`src/rtl/reg_alu_seq.sv`:
```
// reg_alu_seq: sequencer for a register-file + ALU datapath.
// Each accepted instruction walks IDLE/WRITE -> READ -> EXEC -> WRITE. The
// register-file write and the done pulse happen in WRITE, three cycles after
// the instruction is accepted.
// All outputs come straight from flops. Each output register is loaded from
// the next-state and next-field values, so it lines up with the state it
// belongs to.
// Optional feature: define REG_ALU_SEQ_CNT_EN to enable the retired-instruction
// counter (instr_cnt). When the macro is undefined, instr_cnt is tied to 0.
module reg_alu_seq #(
    parameter int CNT_W = 16
) (
    input  logic             clk,
    input  logic             reset,
    input  logic             in_valid,
    output logic             in_ready,
    input  logic [2:0]       in_op,
    input  logic [2:0]       in_rd,
    input  logic [2:0]       in_rs1,
    input  logic [2:0]       in_rs2,
    input  logic             in_wb,
    input  logic             alu_cout,
    output logic [2:0]       rd_addr_a,
    output logic [2:0]       rd_addr_b,
    output logic [2:0]       alu_op,
    output logic             wr,
    output logic [2:0]       wr_addr,
    output logic             flag_c,
    output logic             busy,
    output logic             done,
    output logic [CNT_W-1:0] instr_cnt
);

    typedef enum logic [1:0] {
        IDLE  = 2'd0,
        READ  = 2'd1,
        EXEC  = 2'd2,
        WRITE = 2'd3
    } state_t;

    state_t     state_r;
    state_t     state_s;

    // Latched instruction fields, held from one accept to the next
    logic [2:0] op_r;
    logic [2:0] rd_r;
    logic [2:0] rs1_r;
    logic [2:0] rs2_r;
    logic       wb_r;

    // Field values that will be current after the next edge
    logic [2:0] op_s;
    logic [2:0] rd_s;
    logic [2:0] rs1_s;
    logic [2:0] rs2_s;
    logic       wb_s;

    // Output registers and their next values
    logic       in_ready_r;
    logic       busy_r;
    logic       done_r;
    logic       wr_r;
    logic [2:0] rd_addr_a_r;
    logic [2:0] rd_addr_b_r;
    logic [2:0] alu_op_r;
    logic [2:0] wr_addr_r;
    logic       flag_c_r;

    logic       in_ready_s;
    logic       busy_s;
    logic       done_s;
    logic       wr_s;
    logic [2:0] rd_addr_a_s;
    logic [2:0] rd_addr_b_s;
    logic [2:0] alu_op_s;
    logic [2:0] wr_addr_s;

    logic       accept_s;

    // in_ready_r is high exactly in IDLE and WRITE (and during reset)
    assign accept_s = in_valid & in_ready_r;

    // Next-state logic for the instruction sequencer
    always_comb begin
        state_s = state_r;
        case (state_r)
            IDLE: begin
                if (accept_s) begin
                    state_s = READ;
                end else begin
                    state_s = IDLE;
                end
            end
            READ: begin
                state_s = EXEC;
            end
            EXEC: begin
                state_s = WRITE;
            end
            WRITE: begin
                if (accept_s) begin
                    state_s = READ;
                end else begin
                    state_s = IDLE;
                end
            end
            default: begin
                state_s = IDLE;
            end
        endcase
    end

    // Select freshly accepted fields or keep the latched ones
    always_comb begin
        op_s  = op_r;
        rd_s  = rd_r;
        rs1_s = rs1_r;
        rs2_s = rs2_r;
        wb_s  = wb_r;
        if (accept_s) begin
            op_s  = in_op;
            rd_s  = in_rd;
            rs1_s = in_rs1;
            rs2_s = in_rs2;
            wb_s  = in_wb;
        end else begin
            op_s  = op_r;
            rd_s  = rd_r;
            rs1_s = rs1_r;
            rs2_s = rs2_r;
            wb_s  = wb_r;
        end
    end

    // Decode the output values that belong to the next state
    always_comb begin
        in_ready_s  = 1'b0;
        busy_s      = 1'b0;
        done_s      = 1'b0;
        wr_s        = 1'b0;
        rd_addr_a_s = 3'd0;
        rd_addr_b_s = 3'd0;
        alu_op_s    = 3'd0;
        wr_addr_s   = 3'd0;
        case (state_s)
            IDLE: begin
                in_ready_s = 1'b1;
            end
            READ, EXEC: begin
                busy_s      = 1'b1;
                rd_addr_a_s = rs1_s;
                rd_addr_b_s = rs2_s;
                alu_op_s    = op_s;
                wr_addr_s   = rd_s;
            end
            WRITE: begin
                in_ready_s  = 1'b1;
                busy_s      = 1'b1;
                done_s      = 1'b1;
                wr_s        = wb_s;
                rd_addr_a_s = rs1_s;
                rd_addr_b_s = rs2_s;
                alu_op_s    = op_s;
                wr_addr_s   = rd_s;
            end
            default: begin
                in_ready_s = 1'b1;
            end
        endcase
    end

    // State register and latched instruction fields
    always_ff @(posedge clk or posedge reset) begin
        if (reset) begin
            state_r <= IDLE;
            op_r    <= 3'd0;
            rd_r    <= 3'd0;
            rs1_r   <= 3'd0;
            rs2_r   <= 3'd0;
            wb_r    <= 1'b0;
        end else begin
            state_r <= state_s;
            op_r    <= op_s;
            rd_r    <= rd_s;
            rs1_r   <= rs1_s;
            rs2_r   <= rs2_s;
            wb_r    <= wb_s;
        end
    end

    // Registered outputs; reset parks in IDLE with in_ready high
    always_ff @(posedge clk or posedge reset) begin
        if (reset) begin
            in_ready_r  <= 1'b1;
            busy_r      <= 1'b0;
            done_r      <= 1'b0;
            wr_r        <= 1'b0;
            rd_addr_a_r <= 3'd0;
            rd_addr_b_r <= 3'd0;
            alu_op_r    <= 3'd0;
            wr_addr_r   <= 3'd0;
        end else begin
            in_ready_r  <= in_ready_s;
            busy_r      <= busy_s;
            done_r      <= done_s;
            wr_r        <= wr_s;
            rd_addr_a_r <= rd_addr_a_s;
            rd_addr_b_r <= rd_addr_b_s;
            alu_op_r    <= alu_op_s;
            wr_addr_r   <= wr_addr_s;
        end
    end

    // Carry flag captures alu_cout as a write-back instruction retires
    always_ff @(posedge clk or posedge reset) begin
        if (reset) begin
            flag_c_r <= 1'b0;
        end else if ((state_r == WRITE) && wb_r) begin
            flag_c_r <= alu_cout;
        end else begin
            flag_c_r <= flag_c_r;
        end
    end

`ifdef REG_ALU_SEQ_CNT_EN
    logic [CNT_W-1:0] instr_cnt_r;

    // Retired-instruction counter, counts each done pulse and wraps naturally
    always_ff @(posedge clk or posedge reset) begin
        if (reset) begin
            instr_cnt_r <= {CNT_W{1'b0}};
        end else if (done_r) begin
            instr_cnt_r <= instr_cnt_r + {{(CNT_W-1){1'b0}}, 1'b1};
        end else begin
            instr_cnt_r <= instr_cnt_r;
        end
    end

    assign instr_cnt = instr_cnt_r;
`else
    assign instr_cnt = {CNT_W{1'b0}};
`endif

    assign in_ready  = in_ready_r;
    assign busy      = busy_r;
    assign done      = done_r;
    assign wr        = wr_r;
    assign rd_addr_a = rd_addr_a_r;
    assign rd_addr_b = rd_addr_b_r;
    assign alu_op    = alu_op_r;
    assign wr_addr   = wr_addr_r;
    assign flag_c    = flag_c_r;

endmodule
```
`config.mk`:
```
export PLATFORM = sky130hd
export DESIGN_NAME = reg_alu_seq
export DESIGN_NICKNAME = d
export VERILOG_FILES = /design/src/rtl/reg_alu_seq.sv
export SDC_FILE = /design/constraint.sdc
export NUM_CORES = 1
export LEC_CHECK = 0
export BUFFER_PORTS_ARGS = -buffer_cell sky130_fd_sc_hd__buf_2
export CELL_PAD_IN_SITES_DETAIL_PLACEMENT = 1
export CELL_PAD_IN_SITES_GLOBAL_PLACEMENT = 1
export CORE_ASPECT_RATIO = 1.4
export CORE_MARGIN = 3
export CORE_UTILIZATION = 34
export DETAILED_ROUTE_END_ITERATION = 10
export PLACE_DENSITY = 0.8
export SLEW_MARGIN = 20
export SYNTH_ARGS = -nofsm -noshare
export SYNTH_HDL_FRONTEND = slang
export SYNTH_SLANG_ARGS = --single-unit
```
`constraint.sdc`:
```
create_clock -name clk -period 1.8 [get_ports clk]
set_input_delay 0.18 -clock clk [delete_from_list [all_inputs] [get_ports clk]]
set_output_delay 0.18 -clock clk [all_outputs]
set_load 0.02 [all_outputs]
```
# Word level (Yosys, flattened, before mapping)
# Cells that the tools add are included.
[classes]
n_eq_ne = 6
mux = 15
n_bitwise = 1
n_reduce_logical = 6
[ops]
columns = ["op", "n"]
rows = [
  ["$mux 3", 8],
  ["$eq 2x2->1 const B", 4],
  ["$mux 1", 6],
  ["$pmux 2 s3", 1],
  ["$eq 2x1->1 const B", 2],
  ["$logic_not 2->1", 2],
  ["$reduce_or 2->1", 2],
  ["$reduce_or 3->1", 1],
  ["$and 1x1->1", 1],
  ["$logic_and 1x1->1", 1],
]
[totals]
regBits = 32
out_inout_bits = 33
wordCells = 43

# Longest topological paths before layout
# Gate-level depths: netlist of the first run.
[depth]
word_depth = 6
depth_mapped = 7
ltp_nobuf = 6

# Worst setup path before layout of the first run
# OpenSTA, ideal clock, no wires.
[synth_path]
path_kind = "register -> register"
from = "reg in_ready_r, in the netlist in_ready"
to = "reg alu_op_r[2], in the netlist alu_op[2]"
t_arrival_ns = 1.626
t_required_ns = 1.722
slack_ns = 0.097
stages_incl_launch_ff = 7
n_path_buf = 2
synth_period_minus_slack_ns = 1.703
path_cell_list = "dfstp_2 -> buf_4 -> a31oi_1 -> or2_2 -> ha_1 -> buf_2 -> a21oi_1"
[synth_between]
elab_chain_len = 6
elab_cells_between_ends = 9
[synth_lines]
columns = ["element", "line_no", "source"]
rows = [
  ["start, declared", "59", "logic in_ready_r;"],
  ["start signal, assigned", "203", "in_ready_r <= in_ready_s;"],
  ["$and 1x1->1 (*)", "81", "assign accept_s = in_valid & in_ready_r;"],
  ["$mux 1", "88, 101", ""],
  ["$pmux 2 s3", "86", "case (state_r)"],
  ["$eq 2x2->1 / $eq 2x1->1 (equally long branches)", "145", "case (state_s)"],
  ["$reduce_or 3->1 (no source line)", "--", ""],
  ["$mux 3 (*)", "145", ""],
  ["net alu_op_s[2]", "75", "logic [2:0] alu_op_s;"],
  ["end signal, assigned", "209", "alu_op_r <= alu_op_s;"],
  ["end, declared", "65", "logic [2:0] alu_op_r;"],
]
# Mark *: on every way through the listed nets, which the timed path passes. The rest lies on a longest branch.
# A chain may end at the register's enable or synchronous reset.

# Worst setup path in the final report of the first run
[layout_path]
from = "reg state_r[0]"
to = "reg rd_addr_a_r[2], in the netlist rd_addr_a[2]"
[layout_between]
elab_chain_len = 6
elab_cells_between_ends = 11
[layout_lines]
columns = ["element", "line_no", "source"]
rows = [
  ["start, declared", "41", "state_t state_r;"],
  ["start signal, assigned", "182", "state_r <= state_s;"],
  ["$eq 2x2->1 / $logic_not 2->1 (equally long branches)", "86", ""],
  ["$reduce_or 2->1 (no source line)", "--", ""],
  ["$pmux 2 s3 (*)", "86", ""],
  ["$eq 2x2->1 / $eq 2x1->1 (equally long branches)", "145", ""],
  ["$reduce_or 3->1 (no source line) (*)", "--", ""],
  ["$mux 3 (*)", "145", ""],
  ["net rd_addr_a_s[2]", "73", "logic [2:0] rd_addr_a_s;"],
  ["end signal, assigned", "207", "rd_addr_a_r <= rd_addr_a_s;"],
  ["end, declared", "63", "logic [2:0] rd_addr_a_r;"],
]
# Marked as above.

==> results of run 1 <==
[metrics by stage]
stage	total power [mW]	hold WS (ps)	TNS [ps]	setup WS [ps]	util
after floorplan	2.25	295	0	96.9	-
after detailed placement	2.62	292	-983	-146	0.392
final	3.20	136	0	162	0.420
after global routing	3.47	123	0	49.0	0.420
after global placement	2.51	269	0	33.9	0.392
after CTS	3.20	132	0	58.5	0.418
[registers in the layout (all words and copies together), names as in the netlist]
name	flops
flag_c	1
in_ready	1
state_r	2
rd_addr_b	3
rd_addr_a	3
alu_op	3
rs2_r	3
busy	1
rs1_r	3
wb_r	1
wr_addr	3
wr	1
rd_r	3
done	1
op_r	3
[path summary, 6_finish.rpt]
path	slack [ps]	start	end	cells past startpoint
setup / recovery	160	state_r[0]	rd_addr_a[2]	6
hold / removal	140	alu_cout	flag_c	2
setup reg to reg	160	state_r[0]	rd_addr_a[2]	6
hold reg to reg	510	flag_c	flag_c	1
max in group asynchronous	930	reset	in_ready	4
min in group asynchronous	540	reset	rd_addr_a[2]	4
[final cells by class]
cell class | instances | area share
tap | 43 | 0.0318
timing repair buffer | 38 | 0.121
multi-input combinational | 79 | 0.304
inverter | 6 | 0.0133
sequential | 32 | 0.474
clock inverter | 2 | 0.00592
clock buffer | 6 | 0.0489
[synthesized netlist by cell type]
| master | number |
|---|---|
| dfstp_2 | 1 |
| buf_4 | 19 |
| inv_1 | 6 |
| ha_1 | 5 |
| a21bo_2 | 4 |
| a21oi_2 | 8 |
| a21bo_1 | 8 |
| a21oi_1 | 4 |
| a31oi_1 | 1 |
| mux2_2 | 2 |
| buf_2 | 1 |
| nor2_1 | 1 |
| mux2i_1 | 1 |
| nand2_1 | 16 |
| nand3_1 | 12 |
| dfrtp_1 | 31 |
| conb_1 | 1 |
| or2_2 | 1 |
| buf_6 | 3 |
[power groups by stage]
stage          clock network [mW]  registers [mW]  logic [mW]
2_1_floorplan                   0            1.36       0.888
3_3_place_gp                    0            1.16        1.34
3_5_place_dp                    0            1.18        1.43
4_1_cts                     0.572            1.17        1.46
5_1_grt                     0.624            1.20        1.64
6_report                    0.555            1.16        1.48
[critical path: stages (launching register included)]
cell and delay [ps]:
dfrtp_1 380, inv_1 60, ha_1 290, a31oi_1 90, or2_2 330, ha_4 240
a21oi_1 160
[cell families (layout without fill, tap and decap cells)]
group                    count (synthesis)  after routing  share of synthesized area
flip-flops                              32             32                      0.553
AND/OR/NAND/NOR                         30             30                     0.0897
buffers and inverters                   29             52                      0.141
AO/OA/AOI/OAI                           25             25                      0.149
adder cells (fa/ha/maj)                  5              5                     0.0431
multiplexers                             3              3                     0.0224
other                                    1             16                    0.00258
[layout by cell type, fill, tap and decap left out]
cell,count
clkbuf_8,6
a21oi_1,4
ha_1,4
conb_1,16
mux2i_1,1
clkinv_2,2
buf_2,33
dlygate4sd3_1,1
nand3_1,12
mux2_2,2
nor2_1,1
a31oi_1,1
buf_4,4
nand2_1,16
a21bo_1,8
dfrtp_1,31
or2_2,1
a21oi_2,8
ha_4,1
inv_1,6
a21bo_2,4
dfstp_2,1
[timing repair]
| action | in CTS | in global routing |
|---|---|---|
| endpoints found under the setup margin | 12 | 3 |
| hold endpoints to repair | 31 | 0 |
| resized for setup | 1 | 1 |
| hold buffers | 1 | 0 |
[per-layer routing]
| metal | track usage | share of wire |
|---|---|---|
| met5 | 0 | 0 |
| met4 | 0.0473 | 0.015 |
| met3 | 0.0342 | 0.059 |
| met2 | 0.233 | 0.55 |
| met1 | 0.143 | 0.38 |
==> results.yml, run 1 <==
run_status:
  status: "finished clean"
cells_and_area:
  final_cells: 206
  fillers: 467
  register_area_um2: 802
  final_area_um2: 1690
  area_growth_pct: 16.5
  nets: 184
  multi_input_area_um2: 514
  diodes: 0
  drive_gt1_frac: 0.380
clocking:
  worstSkewPairLatency_ps: 280
  cts_made_buffers: 5
  cts_htree_levels: 2
  clk_pin_slew_ps: 70
  cts_setup_buffers: 0
  cts-root-buf: "clkbuf_8"
  cts.sinks: 32
  cts_tree: "done"
  cts_buffer_depth: 2
timing:
  hold_violations: 0
  report.final.slew_viol_count: 0
  setup_violations: 0
  timing.final.crit_share: 0.910
  fmax_mhz: 611
  rsz0062_at_grt: "false"
  fin_crit_ps: 1640
  skew_ps: 4.42
yosys:
  synth.area.top_cells: "dfrtp_1 (53%), buf_4 (9.8%), a21bo_1 (5.5%), a21oi_2 (4.8%), ha_1 (4.3%)"
  synth_area_leader_cell: "dfrtp_1"
  synth_cell_types: 19
  syn_avg_cell_area_um2: 11.6
  netlist_area_um2: 1450
  synth_top_area_share: 0.534
  synth_warnings: 0
  synth_seq_cells: 32
  ys_seq_area_frac: 0.553
  synthCells: 125
floorplanning:
  rows: 27
  ios: 50
  start_util: 0.361
  core_um2: 4020
  dieArea_um2: 5100
  die_width_um: 61.2
  chipHeight_um: 83.3
global_route:
  antenna_found_initial: 0
  grt_pass1_wl_mm: 5.00
  grt_max_degree: 33
  grt_pass1_vias: 1050
  grt-ovfl-total: 0
  grt_usage: 0.132
place:
  routabilityCongestion: 0.689
  dp_hpwl_mm: 2.22
  placed_cells: 197
  port_buffers: 33
  placed_cell_area_um2: 1580
power_and_ir_drop:
  power.switching_mw: 1.26
  clock_power_share: 0.173
  comb_power_share: 0.463
  p_int_mw: 1.94
  pwr-share-seq: 0.364
  p_leak_nw: 0.924
  swShare: 0.392
  powerDensity_nw_per_um2: 1890
  vdd_drop_max_mv: 0.503
route:
  routed_wirelength_mm: 3.02
  drtPass1Iterations: 2
  drc: 0
  avgRoutedWirePerCell_um: 14.7
  antenna_left: 0
  drt_iter0_markers: 31
  viasPerCell: 4.66
  vias: 959
worst_setup_path:
  cp-start-kind: "flop"
  required_ps: 2000
  crit_path_end_kind: "flop"
  crit_fanout: 12
  criticalPathCategory: "flop to flop"
  cp.arrival_ps: 1830
min_path:
  hold_class: "primary input to flop"
job:
  maxCapViolCount: 0
No activity file was read; power rests on OpenSTA's default activity.
==> run 2, diff against run 1 <==
CORE_UTILIZATION = 37   (was 34)
PLACE_DENSITY = 0.82   (was 0.8)
clock period = 1.55 ns   (was 1.8 ns; I/O delays follow)
==> run 2 against run 1 <==
Clock skew up 3.6 ps. Clock-buffer cell count unchanged. Non-clock buffer count rose by 6. Power rose by 34%. Sequential cell count stayed put. Worst setup slack worse by 160 ps. Via count up 3.1%. Fmax rose by 5.8%. Critical path depth is 1 higher. Final area grew 7.3%.
==> results.yml, run 2 (synthesized netlist as in run 1, its figures left out) <==
place:
  routabilityCongestion: 0.747
  port_buffers: 33
  dp_hpwl_mm: 2.27
cells_and_area:
  fillers: 428
  area_growth_pct: 25.0
  nets: 190
  post-route-util: 0.489
  diodes: 0
  layout_commonest_cell: "buf_2"
  drive_gt1_frac: 0.426
  multi_input_area_um2: 556
  layout_common_cells: "buf_2 (33), dfrtp_1 (31), nand2_1 (16), conb_1 (16), nand3_1 (12)"
  register_area_um2: 802
timing:
  fin_tns_setup_ps: 0
  slew_headroom: 0.581
  fmax_mhz: 646
  setup_violations: 0
  hold_violations: 0
  report.final.slew_viol_count: 0
  skew_ps: 8.06
  rsz0062_at_grt: "true"
  worst_slew_pin_slew_ps: 628
  fin_crit_ps: 1550
  timing.final.crit_share: 0.999
worst_setup_path:
  cp.arrival_ps: 1760
  worst_path_max_delay_cell: "dfrtp_1"
  crit_chain: "inv_1 > ha_4 > a31oi_4 > or2_4 > ha_4 > buf_4 > a21oi_2"
  required_ps: 1760
  cp-startpoint: "state_r[0]"
  path_delay_family: "adder cells"
  crit_fanout: 4
  criticalPathCategory: "flop to flop"
  crit_path_max_incr_delay_ps: 350
  crit_path_end_kind: "flop"
  crit_path_frequent_cell: "ha_4"
  path_buf_inv: 2
  rrSetupSlack_ps: 2
  r2r_start: "state_r[0]"
  cp-start-kind: "flop"
floorplanning:
  chipHeight_um: 80.1
  rows: 26
  start_util: 0.391
  die_width_um: 58.9
  dieArea_um2: 4720
  ios: 50
  core_um2: 3710
route:
  avgRoutedWirePerCell_um: 15.2
  viasPerCell: 4.69
  drc: 0
  drtPass1Iterations: 3
  vias: 989
  antenna_left: 0
  drt_iter0_markers: 35
  routed_wirelength_mm: 3.21
clocking:
  cts.sinks: 32
  clk_pin_slew_ps: 70
  worstSkewPairLatency_ps: 280
  cts_htree_levels: 2
  cts-root-buf: "clkbuf_8"
  cts_tree: "done"
  cts_made_buffers: 5
  cts_buffer_depth: 2
run_status:
  status: "finished clean"
global_route:
  grt_pass1_wl_mm: 5.20
  grt_usage: 0.151
  grt-ovfl-total: 0
  grt_pass1_vias: 1081
  antenna_found_initial: 0
  grt_max_degree: 19
power_and_ir_drop:
  vdd_drop_max_mv: 1.09
  comb_power_share: 0.501
  clock_power_share: 0.182
  power.switching_mw: 1.62
  powerDensity_nw_per_um2: 2360
  total_power_mw: 4.28
  swShare: 0.378
  p_leak_nw: 0.969
  pwr-share-seq: 0.317
  p_int_mw: 2.66
min_path:
  min_from: "alu_cout"
  hold_class: "primary input to flop"
job:
  maxCapViolCount: 0
[run 2: repair_timing]
item	CTS	global route
hold buffers	1	0
gates resized for setup	1	7
hold endpoints to repair	13	0
buffers inserted	2	4
pin swaps	0	1
endpoints found under the setup margin	12	12
[run 2: worst register-to-register path, stage by stage, from the launching register on]
cell and delay [ps]:
dfrtp_1 350, inv_1 70, ha_4 280, a31oi_4 80, or2_4 260, ha_4 190
buf_4 140, a21oi_2 110
[run 2: final timing paths]
| kind | endpoint | cells after the start |
|---|---|---|
| min in group asynchronous | wr | 3 |
| hold reg to reg | flag_c | 1 |
| max in group asynchronous | rs2_r[0] | 4 |
| setup / recovery | rd_addr_a[0] | 7 |
| hold / removal | flag_c | 2 |
| setup reg to reg | rd_addr_a[0] | 7 |
[run 2: power groups by stage]
stage	logic (mW)	clock network, mW	registers (mW)
2_1_floorplan	1.18	0	1.59
3_3_place_gp	1.69	0	1.36
3_5_place_dp	1.79	0	1.38
4_1_cts	1.86	0.811	1.35
5_1_grt	2.35	0.848	1.40
6_report	2.14	0.778	1.36
[run 2: final cells by class]
cell class,count,share of cell area
Sequential cell,32,0.442
Clock buffer,6,0.0400
Multi-Input combinational cell,79,0.306
Timing Repair Buffer,44,0.151
Inverter,6,0.0124
Tap cell,42,0.0290
Clock inverter,2,0.0193
[run 2: metrics by stage]
stage	std cells	worst slack, ps	cell area, µm²	hold WS (ps)
2_1_floorplan	140	29.1	1550	270
6_report	211	1.97	1810	103
5_1_grt	211	-56.9	1810	91.6
3_3_place_gp	196	85.1	1610	241
4_1_cts	207	11.6	1750	91.7
3_5_place_dp	196	-50.2	1610	260
[run 2: layer usage]
metal  track usage  wire (µm)
met5             0          0
met4        0.0952         95
met3        0.0370        170
met2         0.260       1740
met1         0.159       1200
==> run 3, diff against run 2 <==
HOLD_SLACK_MARGIN = 0.03   (was default)
PLACE_DENSITY = 0.87   (was 0.82)
==> run 3 against run 2 <==
The flow now finishes with violations (negative setup slack). Critical path depth is 1 lower. Largest power group unchanged. Utilization is 0.47 points lower. Fmax is 0.84% lower. First-iteration DRC count is 69% lower. Sequential cell count stayed put. Sequential share of layout area is 0.43 points higher. Sequential power hardly changed. Clock power is 15% lower. Final area is 0.97% lower. Combinational power is 2% higher. Via count is 0.61% higher. Worst setup slack worse by 13 ps.
==> results.yml, run 3 (synthesized netlist as in run 1, its figures left out) <==
global_route:
  grt_pass1_vias: 1068
  grt_usage: 0.149
  antenna_found_initial: 0
  grt_max_degree: 33
  grt_pass1_wl_mm: 5.15
  grt-ovfl-total: 0
timing:
  worst_slack_ps: -11.2
  timing.final.crit_share: 1.01
  setup_violations: 3
  fin_crit_ps: 1560
  rsz0062_at_grt: "true"
  hold_violations: 0
  report.final.slew_viol_count: 0
  skew_ps: 3.24
  fmax_mhz: 641
  timing.hold.ws_ps: 97.6
clocking:
  cts_buffer_depth: 2
  cts-root-buf: "clkbuf_8"
  worstSkewPairLatency_ps: 290
  cts_made_buffers: 5
  cts_htree_levels: 2
  clk_pin_slew_ps: 60
  cts.sinks: 32
  cts_tree: "done"
worst_setup_path:
  r2r-end: "alu_op[0]"
  crit_path_end_kind: "flop"
  crit_fanout: 6
  cp-start-kind: "flop"
  cp-startpoint: "state_r[1]"
  cp.arrival_ps: 1780
  r2r_start: "state_r[1]"
  rrSetupSlack_ps: -10
  required_ps: 1770
  criticalPathCategory: "flop to flop"
  r2r_cells: 6
  crit_end: "alu_op[0]"
job:
  maxCapViolCount: 0
cells_and_area:
  final_cells: 212
  layout_common_cells: "buf_2 (33), dfrtp_1 (31), nand2_1 (16), conb_1 (16), nand3_1 (12)"
  diodes: 0
  layout_commonest_cell: "buf_2"
  nets: 191
  drive_gt1_frac: 0.412
  area_growth_pct: 23.8
power_and_ir_drop:
  vdd_drop_max_mv: 1.24
  powerDensity_nw_per_um2: 2350
  p_leak_nw: 0.962
route:
  wl_met1_mm: 1.20
  drc: 0
  dr_wl_met3_um: 195
  routed_wirelength_mm: 3.21
  top_layer: "met4"
  routed-wl-met2_mm: 1.76
  drt_iter0_markers: 11
  viasPerCell: 4.69
  drtPass1Iterations: 3
  antenna_left: 0
  avgRoutedWirePerCell_um: 15.2
  vias: 995
floorplanning:
  ios: 50
  chipHeight_um: 80.1
  dieArea_um2: 4720
  core_um2: 3710
  start_util: 0.391
  die_width_um: 58.9
  rows: 26
run_status:
  status: "finished with violations"
  violations: "negative setup slack"
place:
  routabilityCongestion: 0.747
  placed_cells: 196
  dp_hpwl_mm: 2.20
  port_buffers: 33
min_path:
  hold_class: "primary input to flop"
  min_from: "alu_cout"
[run 3: worst min path at each step]
stage                   endpoint  depth (start not counted)  slack, ps
floorplan              alu_op[0]                          1        270
global placement    rd_addr_a[2]                          3        250
detailed placement          busy                          3        260
CTS                       flag_c                          2        100
global route              flag_c                          2         90
finish                    flag_c                          2        100
[run 3: per-layer routing]
layer,up-vias,GRT usage
li1,461,-
met1,495,0.161
met2,34,0.263
met3,5,0.0498
met4,0,0.0544
met5,-,0
[run 3: final cells by class]
class                   instances  area, µm²
clock buffers                   8       90.1
fillers                       425       1910
inverters                       6       22.5
multi-input cells              79        552
flip-flops and latches         32        802
well taps                      42       52.6
repair buffers                 45        278
[run 3: critical path, cell delays in order (launching register included)]
cell and delay (ps):
dfrtp_1 410, ha_4 300, a31oi_4 80, or2_4 260, ha_4 200, buf_8 140
a21oi_2 100
[run 3: report_power, final]
part	switching, mW	total (mW)	internal, mW
combinational	1.18	2.19	1.01
sequential	0.138	1.37	1.23
clock	0.296	0.658	0.362
total	1.61	4.22	2.61
[run 3: per-stage QoR]
| stage | cell area [µm²] | setup slack (ps) | utilization | total power [mW] | setup TNS [ps] |
|---|---|---|---|---|---|
| 2_1_floorplan | 1550 | 29.1 | - | 2.77 | 0 |
| 3_3_place_gp | 1600 | 84.0 | 0.432 | 3.04 | 0 |
| 3_5_place_dp | 1600 | -27.7 | 0.432 | 3.16 | -58.7 |
| 4_1_cts | 1780 | -23.6 | 0.480 | 4.19 | -102 |
| 5_1_grt | 1800 | -75.5 | 0.484 | 4.51 | -456 |
| 6_report | 1800 | -11.2 | 0.484 | 4.22 | -14.6 |
[run 3: what timing repair did]
action                     in CTS  in global routing
pin swaps                       2                  3
setup buffers                   6                  1
hold endpoints to repair       31                  0
hold buffers                    1                  0
setup endpoints to repair       9                  9
gates resized for setup         4                  2
